[src/rtl/edge_detect_bank_if.sv]
// Channel bus for edge_detect_bank: raw inputs and controls in, pulses, flags and counter readback out.
// master drives din/mode/clr/cnt_sel; slave (the detector bank) drives the results.
interface edge_detect_bank_if #(
    parameter int N_CH  = 4,
    parameter int CNT_W = 8,
    parameter int SEL_W = (N_CH > 1) ? $clog2(N_CH) : 1
);
    logic [N_CH-1:0]  din;
    logic [1:0]       mode;
    logic             clr;
    logic [SEL_W-1:0] cnt_sel;
    logic [N_CH-1:0]  pulse_o;
    logic [N_CH-1:0]  sticky_o;
    logic             any_o;
    logic [CNT_W-1:0] cnt_o;

    modport master (
        output din, mode, clr, cnt_sel,
        input  pulse_o, sticky_o, any_o, cnt_o
    );

    modport slave (
        input  din, mode, clr, cnt_sel,
        output pulse_o, sticky_o, any_o, cnt_o
    );
endinterface

[src/rtl/edge_detect_bank.sv]
// Multi-channel synchronising edge detector with one-cycle pulses, sticky flags and saturating counters.
// Latency: din change before edge k -> pulse_o after edge k+SYNC_STAGES+1. No backpressure; events are never stalled.
module edge_detect_bank #(
    parameter int N_CH        = 4,
    parameter int SYNC_STAGES = 2,
    parameter int CNT_W       = 8
) (
    input logic               clk,
    input logic               rst_n,
    edge_detect_bank_if.slave bus
);
    localparam int SEL_W  = (N_CH > 1) ? $clog2(N_CH) : 1;
    localparam int WU_MAX = SYNC_STAGES + 1;
    localparam int WU_W   = $clog2(WU_MAX + 1);
    localparam logic [WU_W-1:0] WU_DONE = WU_W'(WU_MAX);

    logic [SYNC_STAGES-1:0][N_CH-1:0] sync;
    logic [N_CH-1:0]                  s;
    logic [N_CH-1:0]                  prev;
    logic [N_CH-1:0]                  rise_q;
    logic [N_CH-1:0]                  fall_q;
    logic [N_CH-1:0]                  ev;
    logic [N_CH-1:0]                  pulse;
    logic [N_CH-1:0]                  sticky;
    logic                             any;
    logic [N_CH-1:0][CNT_W-1:0]       cnt;
    logic [WU_W-1:0]                  wu;
    logic                             warm;
    logic                             mode_off;

    assign s        = sync[SYNC_STAGES-1];
    assign warm     = (wu == WU_DONE);
    assign mode_off = (bus.mode == 2'b11);

    always_ff @(posedge clk or negedge rst_n) begin
        if (!rst_n) begin
            sync <= '0;
            prev <= '0;
            wu   <= '0;
        end else begin
            sync <= {sync[SYNC_STAGES-2:0], bus.din};
            prev <= s;
            if (!warm) begin
                wu <= wu + 1'b1;
            end
        end
    end

    // Edge terms are masked while warming up so inputs already high at release
    // never look like a rising edge; mode 11 drops them so re-enabling is clean.
    always_ff @(posedge clk or negedge rst_n) begin
        if (!rst_n) begin
            rise_q <= '0;
            fall_q <= '0;
        end else if (!warm || mode_off) begin
            rise_q <= '0;
            fall_q <= '0;
        end else begin
            rise_q <= s & ~prev;
            fall_q <= ~s & prev;
        end
    end

    always_comb begin
        ev = '0;
        case (bus.mode)
            2'b00:   ev = rise_q;
            2'b01:   ev = fall_q;
            2'b10:   ev = rise_q | fall_q;
            default: ev = '0;
        endcase
    end

    always_ff @(posedge clk or negedge rst_n) begin
        if (!rst_n) begin
            pulse <= '0;
            any   <= 1'b0;
        end else begin
            pulse <= ev;
            any   <= |ev;
        end
    end

    // An event on the same edge as clr wins: that channel restarts at one.
    always_ff @(posedge clk or negedge rst_n) begin
        if (!rst_n) begin
            sticky <= '0;
            cnt    <= '0;
        end else begin
            for (int i = 0; i < N_CH; i++) begin
                if (ev[i]) begin
                    sticky[i] <= 1'b1;
                    if (bus.clr) begin
                        cnt[i] <= CNT_W'(1);
                    end else if (cnt[i] != {CNT_W{1'b1}}) begin
                        cnt[i] <= cnt[i] + 1'b1;
                    end
                end else if (bus.clr) begin
                    sticky[i] <= 1'b0;
                    cnt[i]    <= '0;
                end
            end
        end
    end

    always_comb begin
        bus.cnt_o = '0;
        for (int i = 0; i < N_CH; i++) begin
            if (bus.cnt_sel == SEL_W'(i)) begin
                bus.cnt_o = cnt[i];
            end
        end
    end

    assign bus.pulse_o  = pulse;
    assign bus.sticky_o = sticky;
    assign bus.any_o    = any;
endmodule

[src/flat_wrapper.sv]
// flat-port wrapper written by rule: the top's interface ports become plain ports
module edge_detect_bank_flat 
#(
    parameter int N_CH        = 4,
    parameter int SYNC_STAGES = 2,
    parameter int CNT_W       = 8
)
  (clk, rst_n, bus_din, bus_mode, bus_clr, bus_cnt_sel, bus_pulse_o, bus_sticky_o, bus_any_o, bus_cnt_o);
  edge_detect_bank_if #(.N_CH(N_CH), .CNT_W(CNT_W)) bus_i ();
  input logic clk;
  input logic rst_n;
  input wire logic [$bits(bus_i.din)-1:0] bus_din;
  input wire logic [$bits(bus_i.mode)-1:0] bus_mode;
  input wire logic [$bits(bus_i.clr)-1:0] bus_clr;
  input wire logic [$bits(bus_i.cnt_sel)-1:0] bus_cnt_sel;
  output wire logic [$bits(bus_i.pulse_o)-1:0] bus_pulse_o;
  output wire logic [$bits(bus_i.sticky_o)-1:0] bus_sticky_o;
  output wire logic [$bits(bus_i.any_o)-1:0] bus_any_o;
  output wire logic [$bits(bus_i.cnt_o)-1:0] bus_cnt_o;
  assign bus_i.din = bus_din;
  assign bus_i.mode = bus_mode;
  assign bus_i.clr = bus_clr;
  assign bus_i.cnt_sel = bus_cnt_sel;
  assign bus_pulse_o = bus_i.pulse_o;
  assign bus_sticky_o = bus_i.sticky_o;
  assign bus_any_o = bus_i.any_o;
  assign bus_cnt_o = bus_i.cnt_o;
  edge_detect_bank #(.N_CH(N_CH), .SYNC_STAGES(SYNC_STAGES), .CNT_W(CNT_W)) u_core (.clk(clk), .rst_n(rst_n), .bus(bus_i));
endmodule
[config.mk]
export PLATFORM = sky130hd
export DESIGN_NAME = edge_detect_bank_flat
export DESIGN_NICKNAME = d
export VERILOG_FILES = /design/src/rtl/edge_detect_bank_if.sv /design/src/rtl/edge_detect_bank.sv /design/src/flat_wrapper.sv
export SDC_FILE = /design/constraint.sdc
export NUM_CORES = 1
export LEC_CHECK = 0
export BUFFER_PORTS_ARGS = -buffer_cell sky130_fd_sc_hd__buf_2
export CAP_MARGIN = 40
export CORE_MARGIN = 5
export CORE_UTILIZATION = 51
export DETAILED_ROUTE_END_ITERATION = 16
export PLACE_DENSITY = 0.7
export SLEW_MARGIN = 20
export SYNTH_ARGS = -nofsm -noshare
export SYNTH_HDL_FRONTEND = slang
export SYNTH_SLANG_ARGS = --single-unit
[constraint.sdc]
create_clock -name clk -period 1.58 [get_ports clk]
set_clock_uncertainty 0.15 [all_clocks]
set_input_delay 0.079 -clock clk [delete_from_list [all_inputs] [get_ports clk]]
set_output_delay 0.079 -clock clk [all_outputs]
set_load 0.01 [all_outputs]
==> impl_metrics.json <==
{
  "ys_seq_area_frac": 0.532,
  "syn_inst": 256,
  "die_w_um": 86.2,
  "path_max_fanout": 2,
  "synth.ff_latch_count": 63,
  "tritoncts": "done",
  "grt.total_usage": 0.224,
  "grt_pass1_vias": 2684,
  "max_slew_margin": 0.518,
  "pre_cts_ws_ns": -0.107,
  "fmax_mhz": 567,
  "hold_violations": 0,
  "syn-cell-area_sq_um": 2960,
  "setup_ws_ns": -0.182,
  "netlist.area_leader.share": 0.532,
  "cp_slowest_cell": "mux4_2",
  "wl_per_cell_um": 20.8,
  "ys_warn_count": 0,
  "final.setup.tns_ns": -2.50,
  "drv_cap": 0,
  "start_util": 0.532,
  "cp_num_buf_inv": 2,
  "antenna_found_initial": 0,
  "routed_via_density": 6.31,
  "end_kind": "output port",
  "hp-class": "in -> async",
  "num_vias": 2801,
  "dp_hpwl_mm": 4.73,
  "drt_first_pass_iters": 4,
  "io_pins": 28,
  "crit_family": "multiplexers",
  "drive_above_1_share": 0.535,
  "rows": 27,
  "grt_max_degree": 64,
  "gp_congestion": 0.849,
  "area_growth_pct": 52.8,
  "start_kind": "flop",
  "worstPathRequired_ns": 1.35,
  "fin_crit_sh": 1.12,
  "cpMostUsedCell": "buf_6",
  "crit_path_max_incr_delay_ns": 0.49,
  "grt_pass1_wl_mm": 12.9,
  "synth-edff-count": 0,
  "cellPowerDensity_nw_per_um2": 858,
  "synth_area_leader_cell": "dfrtp_1",
  "synthTopCellsByCount": "dfrtp_1 (63), a21oi_1 (19), nand3_1 (13)",
  "max-clock-path-buffers": 2,
  "yosys-top-cells-area": "dfrtp_1 (53%), mux4_2 (6.1%), a21oi_1 (3.2%)",
  "place.port_buffers": 27,
  "status": "complete, but fails checks",
  "fin_cells": 444,
  "critPathKind": "reg -> out",
  "syn_nets": 272,
  "worst_slew_pin_slew_ns": 0.722,
  "ir_drop_mv": 0.730,
  "ant_nets": 0,
  "dieArea_sq_um": 7440,
  "synth_ff_type": "dfrtp_1",
  "cts_max_level": 3,
  "violations": "setup timing",
  "overflow": 0,
  "coreArea_sq_um": 5570,
  "cts_buffers": 9,
  "num_antenna_cells": 0,
  "power_leakage_nw": 1.96,
  "route.detailed.drc": 0,
  "final_nets": 383,
  "drt-initial-drc-count": 217,
  "yosysMostFrequentCell": "dfrtp_1",
  "cp_data_arrival_time_ns": 1.53,
  "cts.clk_slew.worst_paths_ns": 0.08,
  "die_h_um": 86.2,
  "synth_area_per_cell_sq_um": 11.6,
  "dp_cells": 387,
  "period_needed_ns": 1.76,
  "root_buffer": "clkbuf_8",
  "finalSetupViolCount": 29,
  "ys_types": 48,
  "grt_setup_unrepaired": "yes",
  "crit_path_cell_trace": "buf_6 > mux4_2 > buf_6",
  "numClockSinks": 63,
  "finalWirelength_mm": 9.25,
  "synth-async-reset-ratio": 1.00,
  "final_max_slew_viol_count": 0,
  "clock_latency_ns": 0.34
}
## cell type report
| type | instances | area [sq um] |
|---|---|---|
| Sequential cell | 63 | 1580 |
| Tap cell | 72 | 90.1 |
| Clock inverter | 3 | 65.1 |
| Timing Repair Buffer | 111 | 943 |
| Inverter | 11 | 41.3 |
| Fill cell | 289 | 1050 |
| Multi-Input combinational cell | 171 | 1650 |
| Clock buffer | 13 | 159 |
## registers in the layout, summed over array words and instances (netlist names)
name                 flops
u_core.prev              4
u_core.bus.sticky_o      4
u_core.rise_q            4
u_core.sync              4
u_core.fall_q            4
u_core.wu                2
u_core.bus.pulse_o       4
u_core.bus.any_o         1
u_core.s                 4
u_core.cnt              32
## tightest hold or removal path, stage by stage
cell and delay (ns):
dlygate4sd3_1 0.51, buf_2 0.12, buf_12 0.28
## through the flow
stage          total power [mW]  hold WS [ns]  cell area [sq um]   util
6_report                   3.89         0.106               4530  0.812
5_1_grt                    4.01         0.153               4530  0.812
4_1_cts                    3.81        0.0804               4150  0.744
3_5_place_dp               2.14       -0.0356               3500  0.628
3_3_place_gp               2.13       -0.0350               3500  0.628
2_1_floorplan              1.94        -0.367               3010      -
## report_power, final
group / switching (mW) / leakage, nW / internal, mW
clock: 0.623 / 0.114 / 0.975
combinational: 0.291 / 1.03 / 0.273
sequential: 0.0412 / 0.814 / 1.68
total: 0.955 / 1.96 / 2.93
## path summary, 6_finish.rpt
kind,start,end,slack (ns),depth (start not counted)
setup / recovery,u_core.cnt[10]$_DFFE_PN0P_,bus_cnt_o[2],-0.18,3
hold / removal,rst_n,u_core.cnt[14]$_DFFE_PN0P_,0.11,3
max in group asynchronous,rst_n,u_core.cnt[29]$_DFFE_PN0P_,0.84,3
hold reg to reg,u_core.sync[1]$_DFF_PN0_,u_core.s[1]$_DFF_PN0_,0.20,0
setup reg to reg,u_core.cnt[24]$_DFFE_PN0P_,u_core.cnt[27]$_DFFE_PN0P_,-0.16,6
min in group clk,bus_clr,u_core.cnt[27]$_DFFE_PN0P_,0.14,3
## timing repair
item,4_1_cts,5_1_grt
gates resized for setup,38,61
hold buffers,5,0
pin swaps,12,27
endpoints found under the setup margin,26,40
endpoints found under the hold margin,67,0
setup buffers,28,11
## cell families (layout without fill, tap and decap cells)
| family | after synthesis | count (layout) | share of synthesized area |
|---|---|---|---|
| compound gates | 68 | 68 | 0.160 |
| fa+ha+maj | 5 | 5 | 0.0211 |
| simple gates | 84 | 84 | 0.168 |
| buf+inv | 22 | 138 | 0.0367 |
| mux | 13 | 13 | 0.0794 |
| flops | 63 | 63 | 0.532 |
| xor+xnor | 1 | 1 | 0.00296 |
## per-layer routing
metal,track usage,share of wire
met1,0.278,0.38
met2,0.370,0.53
met3,0.0456,0.065
met4,0.119,0.026
met5,0,0
## cells in the final DEF, fill, tap and decap left out, drive strengths merged, types with 5 or more instances in the layout
master / Yosys / layout
a21oi: 19 / 19
and3: 7 / 7
buf: 6 / 106
clkbuf: 4 / 13
dfrtp: 63 / 63
dlygate4sd3: 0 / 5
ha: 5 / 5
inv: 11 / 11
mux4: 8 / 8
nand2: 10 / 10
nand3: 13 / 13
nand4: 8 / 8
nor2: 7 / 7
nor2b: 5 / 5
nor3: 8 / 8
nor3b: 9 / 9
o211ai: 5 / 5
o21ai: 9 / 9
o311ai: 7 / 7
o31ai: 6 / 6
o41ai: 6 / 6
or4: 6 / 6
Note: power is estimated with default switching activity, not from simulation.
